<file path="config.mk">
export PLATFORM = sky130hd
export DESIGN_NAME = mul_ctrl
export DESIGN_NICKNAME = d
export VERILOG_FILES = /design/src/rtl/mul_pkg.sv /design/src/rtl/iter_cnt.sv /design/src/rtl/mul_ctrl.sv
export SDC_FILE = /design/constraint.sdc
export NUM_CORES = 1
export LEC_CHECK = 0
export ABC_AREA = 1
export BUFFER_PORTS_ARGS = -buffer_cell sky130_fd_sc_hd__buf_2
export CELL_PAD_IN_SITES_DETAIL_PLACEMENT = 1
export CELL_PAD_IN_SITES_GLOBAL_PLACEMENT = 2
export CORE_MARGIN = 2
export CORE_UTILIZATION = 25
export CTS_CLUSTER_SIZE = 10
export DETAILED_ROUTE_END_ITERATION = 16
export HOLD_SLACK_MARGIN = 0.06
export MAX_ROUTING_LAYER = met4
export PLACE_DENSITY_LB_ADDON = 0.1
export RECOVER_POWER = 25
export SLEW_MARGIN = 20
export SYNTH_ARGS = -nofsm -noshare
export SYNTH_HDL_FRONTEND = slang
export SYNTH_SLANG_ARGS = --single-unit
</file>
<file path="constraint.sdc">
create_clock -name clk -period 1.9 [get_ports clk]
set_clock_uncertainty 0.05 [all_clocks]
set_input_delay 0.095 -clock clk [delete_from_list [all_inputs] [get_ports clk]]
set_output_delay 0.095 -clock clk [all_outputs]
set_load 0.01 [all_outputs]
</file>
<file path="src/rtl/mul_pkg.sv">
// Shared definitions for the shift-free add/decrement multiplier:
// controller state encoding, default widths and counter sizing helper.
package mul_pkg;

    localparam int DATA_W_DEF   = 16;
    localparam int MAX_ITER_DEF = 65535;

    typedef enum logic [2:0] {
        IDLE   = 3'd0,
        LOAD_A = 3'd1,
        LOAD_B = 3'd2,
        CALC   = 3'd3,
        DONE   = 3'd4,
        ERR    = 3'd5
    } mul_state_e;

    // Bits needed to hold every count from 0 up to and including max_iter.
    function automatic int cnt_width(input int max_iter);
        return (max_iter < 2) ? 1 : $clog2(max_iter + 1);
    endfunction

endpackage

</file>
<file path="src/rtl/iter_cnt.sv">
// Iteration counter for the CALC loop: synchronous clear, count enable,
// terminal-count flag when the count reaches MAX_ITER.
module iter_cnt
    import mul_pkg::*;
#(
    parameter int MAX_ITER = MAX_ITER_DEF
) (
    input  logic clk,
    input  logic rst_n,
    input  logic clr,
    input  logic en,
    output logic tc
);

    localparam int W = cnt_width(MAX_ITER);

    logic [W-1:0] cnt;

    // clear wins so a fresh CALC entry always starts from zero
    always_ff @(posedge clk or negedge rst_n) begin
        if (!rst_n) begin
            cnt <= '0;
        end else if (clr) begin
            cnt <= '0;
        end else if (en) begin
            cnt <= cnt + W'(1);
        end
    end

    assign tc = (cnt == W'(MAX_ITER));

endmodule

</file>
<file path="src/rtl/mul_ctrl.sv">
// Controller for a repeated-addition multiplier: loads A and B from a shared
// operand bus, adds A into P while decrementing B until B == 0 or a limit.
module mul_ctrl
    import mul_pkg::*;
#(
    parameter int DATA_W   = DATA_W_DEF,
    parameter int MAX_ITER = MAX_ITER_DEF
) (
    input  logic       clk,
    input  logic       rst_n,
    input  logic       start,
    input  logic       data_valid,
    input  logic       eqz,
    output logic       ldA,
    output logic       ldB,
    output logic       clrP,
    output logic       ldP,
    output logic       decB,
    output logic       busy,
    output logic       done,
    output logic       err,
    output mul_state_e dbg_state
);

    // Handshake: start is a level held by the requester until done or err is
    // seen; dropping it early aborts. data_valid qualifies the operand bus for
    // exactly the cycle it is high, and a load strobe consumes it that cycle.

    if (DATA_W < 1 || MAX_ITER < 1) begin : g_bad_param
        $error("mul_ctrl: DATA_W and MAX_ITER must be at least 1");
    end

    mul_state_e state_q;
    mul_state_e state_d;
    logic       cnt_clr;
    logic       at_limit;

    iter_cnt #(
        .MAX_ITER (MAX_ITER)
    ) u_iter_cnt (
        .clk   (clk),
        .rst_n (rst_n),
        .clr   (cnt_clr),
        .en    (decB),
        .tc    (at_limit)
    );

    always_ff @(posedge clk or negedge rst_n) begin
        if (!rst_n) begin
            state_q <= IDLE;
        end else begin
            state_q <= state_d;
        end
    end

    // Strobes are gated by start so an abort issues no further datapath work.
    always_comb begin
        state_d = state_q;
        ldA     = 1'b0;
        ldB     = 1'b0;
        clrP    = 1'b0;
        ldP     = 1'b0;
        decB    = 1'b0;
        busy    = 1'b0;
        done    = 1'b0;
        err     = 1'b0;
        cnt_clr = 1'b0;
        case (state_q)
            IDLE: begin
                if (start) state_d = LOAD_A;
            end
            LOAD_A: begin
                busy = 1'b1;
                if (!start) begin
                    state_d = IDLE;
                end else if (data_valid) begin
                    ldA     = 1'b1;
                    state_d = LOAD_B;
                end
            end
            LOAD_B: begin
                busy = 1'b1;
                if (!start) begin
                    state_d = IDLE;
                end else if (data_valid) begin
                    ldB     = 1'b1;
                    clrP    = 1'b1;
                    cnt_clr = 1'b1;
                    state_d = CALC;
                end
            end
            CALC: begin
                busy = 1'b1;
                if (!start) begin
                    state_d = IDLE;
                end else if (eqz) begin
                    state_d = DONE;
                end else if (at_limit) begin
                    state_d = ERR;
                end else begin
                    ldP  = 1'b1;
                    decB = 1'b1;
                end
            end
            DONE: begin
                done = 1'b1;
                if (!start) state_d = IDLE;
            end
            ERR: begin
                err = 1'b1;
                if (!start) state_d = IDLE;
            end
            default: begin
                state_d = IDLE;
            end
        endcase
    end

    assign dbg_state = state_q;

endmodule

</file>
# After elaboration in Yosys (flattened, before gate mapping)
# Index checks and enable logic that the tools add are counted.
[word_totals]
regBits = 19
output_inout_bits = 11
input_bits = 5
elab_cells = 42
[classes]
reduce_logical = 5
addsub = 1
eq_ne = 11
muxes = 23
[op_table]
columns = ["op", "n"]
rows = [
  ["16-bit 2-to-1 mux", 2],
  ["3-bit 2-to-1 mux", 9],
  ["16-bit by 1-bit adder with 16-bit output (second input constant)", 1],
  ["16-bit equality test (second input constant)", 1],
  ["3-bit one-hot mux with 5 select lines", 1],
  ["1-bit 2-to-1 mux", 11],
  ["3-bit by 2-bit equality test with 1-bit output (second input constant)", 2],
  ["3-bit equality test (second input constant)", 2],
  ["3-bit != test (second input constant)", 2],
  ["5-bit AND reduction", 1],
  ["2-bit != test (second input constant)", 2],
  ["4-bit != test (second input constant)", 1],
  ["3-bit by 1-bit equality test with 1-bit output (second input constant)", 1],
  ["3-bit zero test", 1],
  ["3-bit OR reduction", 1],
  ["2-bit nonzero test", 1],
  ["2-bit OR reduction", 1],
]

# Longest topological paths before layout
[depth]
word_depth = 7
ltp_mapped = 11
ltp_nobuf = 10

# Hierarchy
# From an unflattened synthesis, not the netlist that was laid out.
[unflattened]
hier_cells = 170
hier_area_um2 = 1221.2
[modules_own_cells]
columns = ["module", "area_per_inst_um2", "seq_area_each_um2", "n_inst", "cells_each"]
rows = [
  ["iter_cnt", 892.1, 400.4, 1, 121],
  ["mul_ctrl", 329.1, 75.1, 1, 49],
]

# Least setup slack after synthesis
# OpenSTA, ideal clock, no wires.
[synth_timing]
path_type = "reg-to-output"
from = "reg u_iter_cnt.cnt[0]"
to = "out ldP"
stages_incl_launch_ff = 9
setup_slack_ps = 258
path_buffers = 2
arrival_ps = 1497
t_required_ps = 1755
cell_sequence = "dfrtp_1 -> ha_1 -> inv_1 -> nor2_4 -> nand2_4 -> nor2_1 -> nor2_1 -> buf_2 -> buf_4"
[synth_via]
elab_chain_cells = 5
[synth_rtl]
columns = ["item", "line_no", "rtl"]
rows = [
  ["start, declared", "iter_cnt.sv:17", "logic [W-1:0] cnt;"],
  ["start signal, assigned", "iter_cnt.sv:26", "cnt <= cnt + W'(1);"],
  ["16-bit equality test", "iter_cnt.sv:30", "assign tc = (cnt == W'(MAX_ITER));"],
  ["1-bit 2-to-1 mux (4 in a row)", "n/a", ""],
  ["end, declared", "mul_ctrl.sv:17", "output logic ldP,"],
]
# Every way passes these cells.

# Worst setup path after layout
[layout_timing]
from = "reg u_iter_cnt.cnt[0]"
to = "out ldP"
[layout_via]
elab_chain_cells = 5
[layout_rtl]
columns = ["item", "line_no", "rtl"]
rows = [
  ["16-bit equality test", "iter_cnt.sv:30", ""],
  ["1-bit 2-to-1 mux", "mul_ctrl.sv:98", "end else if (at_limit) begin"],
  ["1-bit 2-to-1 mux", "mul_ctrl.sv:96", "end else if (eqz) begin"],
  ["1-bit 2-to-1 mux", "mul_ctrl.sv:94", "if (!start) begin"],
  ["1-bit 2-to-1 mux", "mul_ctrl.sv:68", "case (state_q)"],
]
# Every way passes these cells.

==> impl_metrics.tcl <==
set metrics [dict create \
    finalCritPeriodShare_pct 94.1 \
    required_ps 1750 \
    slew_violations 0 \
    overflow 0 \
    ant_nets 0 \
    worstPathCellList "ha_1 -> inv_1 -> nor2_4 -> nand2_4 -> nor2_1 -> nor2_2 -> buf_6 -> buf_2" \
    clock.fmax_mhz 559 \
    max-clock-path-buffers 2 \
    multi_input_area_um2 756 \
    yosysWarnings 0 \
    grt_use_total_pct 14.7 \
    syn_to_final_growth_pct 20.2 \
    cp_num_cells 8 \
    io_buffers 15 \
    cts-root-buf "clkbuf_8" \
    clk_latency_ps 270 \
    coreArea_mm2 0.00514 \
    yosys.area.top_type_share_pct 35.5 \
    regArea_um2 475 \
    crit_family "flip-flops" \
    ff2ff_setup_slack_ps 250 \
    grt_start_max_net_pins 20 \
    ios 16 \
    grt_pass1_vias 1437 \
    numClockSinks 19 \
    synth_cell_type_count 20 \
    nets 229 \
    grt_pass1_wl_mm 6.69 \
    tns_ps 0 \
    cts_inserted_buffers 3 \
    num_vias 1340 \
    initial_utilization_pct 26.0 \
    worstMarginPinSlew_ps 1050 \
    r2r_cells 10 \
    cp-start-kind "flip-flop" \
    row_count 26 \
    rr_startpoint "u_iter_cnt.cnt[0]$_DFFE_PN0P_" \
    synth_top_area_cell "dfrtp_1" \
    regToRegEndpoint "u_iter_cnt.cnt[2]$_DFFE_PN0P_" \
    drt-vias-per-instance 4.59 \
    hold_viol_final 0 \
    netlist_area_mm2 0.00134 \
    fill_cells 700 \
    antenna_cells 0 \
    die_width_um 77.1 \
    hp-class "in -> reg" \
    powerDensity_mw_per_mm2 793 \
    cp-endpoint "ldP" \
    placed_cells 284 \
    h-tree-depth 1 \
    ir_worst_vdd_mv 0.285 \
    fin_crit_ps 1790 \
    timing_worst_setup_path_type "reg -> out" \
    drive_gt1_share_pct 19.8 \
    die_area_mm2 0.00595 \
    status "finished clean" \
    avgSynthCellArea_um2 6.86 \
    synthCells 195 \
    critPathLaunch "u_iter_cnt.cnt[0]$_DFFE_PN0P_" \
    wl_per_cell_um 13.8 \
    drt_pass1_iterations 4 \
    hpwl_mm 3.19 \
    cts_tree "yes" \
    holdPathStages 3 \
    drv_cap 0 \
    leakage_nw 0.802 \
    finalSetupViolations 0 \
    first_iter_violations 33 \
    critical_path_arrival_ps 1640 \
    synth_area_leaders "dfrtp_1, nand2_1, nand4_1, nor2_1, nand3_1" \
    max_slew_margin_pct 29.8 \
    cp-end-kind "primary output" \
    drt-total-wl_mm 4.03 \
    crit_buf_inv 3 \
    yosysSeqAreaShare_pct 35.5 \
    crit_fanout 9 \
    final_cells 292 \
    clk_pin_slew_ps 80 \
    syn-num-nets 201 \
    slowest_delay_ps 420 \
    drcViolationCount 0 \
    ys_ff_latch 19 \
    die_y_um 77.1 \
    antenna_found_initial 0 \
    slowest_stage "dfrtp_1" \
    rsz0062_at_grt "false" \
    place_congestion 0.810 \
]
[area by class of cell]
type	instances	share of cell area (%)
well taps	70	5.45
clock buffers	4	2.80
flip-flops and latches	19	29.6
multi-input cells	154	47.0
repair buffers	28	11.1
inverters	17	4.12
[sequential cells by signal, indices dropped and copies added, names as in the netlist]
| name | flops |
|---|---|
| dbg_state | 3 |
| u_iter_cnt.cnt | 16 |
[per-layer routing]
layer	global-route usage [%]	share of wire (%)	wire (um)	up-vias
met5	-	0	0	-
met4	5.89	1.7	70	0
met3	2.00	2.1	85	5
met2	25.8	52	2100	11
met1	16.8	44	1780	645
li1	-	-	-	679
[Yosys cell counts]
master,n
nand4_1,19
inv_4,1
dfrtp_1,19
buf_12,1
o21bai_1,3
inv_1,16
nand2_1,73
o21ai_4,1
buf_2,2
ha_1,1
nand2_4,2
nor3_1,1
xor2_1,4
nand2_2,4
or2_2,2
nand3_1,12
nor2_4,3
buf_4,2
nor2_1,26
o21ai_0,3
[how the worst min path moves through the flow]
stage / start / end
after global routing: start / dbg_state[2]$_DFFE_PN0P_
after detailed placement: rst_n / u_iter_cnt.cnt[15]$_DFFE_PN0P_
final: start / dbg_state[2]$_DFFE_PN0P_
after floorplan: rst_n / dbg_state[0]$_DFFE_PN0P_
after CTS: start / dbg_state[2]$_DFFE_PN0P_
after global placement: rst_n / u_iter_cnt.cnt[15]$_DFFE_PN0P_
[cell usage in the layout (no fill, tap or decap), types with 3 or more instances in the layout]
| cell type | n |
|---|---|
| nor2_1 | 24 |
| nand4_1 | 19 |
| dfrtp_1 | 19 |
| nand2_2 | 4 |
| buf_2 | 14 |
| inv_1 | 16 |
| buf_4 | 11 |
| xor2_1 | 4 |
| clkbuf_8 | 3 |
| o21ai_0 | 3 |
| nand3_1 | 12 |
| nor2_4 | 3 |
| nand2_1 | 73 |
| o21bai_1 | 3 |
[power breakdown]
part	internal [mW]	switching, mW	total [mW]
clock network	0.150	0.149	0.299
registers	0.453	0.0466	0.500
logic	0.176	0.300	0.476
total	0.778	0.496	1.27
[metrics by stage]
stage | power [mW] | hold slack [ps] | instance area, um^2 | util (%) | worst slack [ps]
2_1_floorplan | 0.810 | -251 | 1340 | - | 258
3_3_place_gp | 0.976 | 24.8 | 1520 | 29.6 | 214
3_5_place_dp | 0.987 | 23.9 | 1520 | 29.6 | 177
4_1_cts | 1.29 | 82.7 | 1580 | 30.7 | 7.45
5_1_grt | 1.38 | 78.2 | 1610 | 31.3 | 0.430
6_report | 1.27 | 79.2 | 1610 | 31.3 | 112
[worst reg2reg max path, delay by kind of cell (launching register included)]
kind / cells / cell delay (ps)
adders and majority gates: 1 / 230
buffers and inverters: 3 / 410
DFF: 1 / 420
and+or+nand+nor: 6 / 470
[cells by family (layout without fill, tap and decap cells)]
kind of cell / after synthesis / count (layout) / synth area share, %
AND/OR/NAND/NOR: 142 / 142 / 48.5
buffers and inverters: 22 / 49 / 8.33
flip-flops: 19 / 19 / 35.5
AO/OA/AOI/OAI: 7 / 7 / 4.02
XOR/XNOR: 4 / 4 / 2.62
adder cells (fa/ha/maj): 1 / 1 / 0.935
[what timing repair did]
action	4_1_cts	5_1_grt
setup endpoints to repair	0	6
resized for setup	0	3
setup buffers	0	3
hold buffers	1	0
hold endpoints to repair	19	0
No activity file was read; power rests on OpenSTA's default activity.
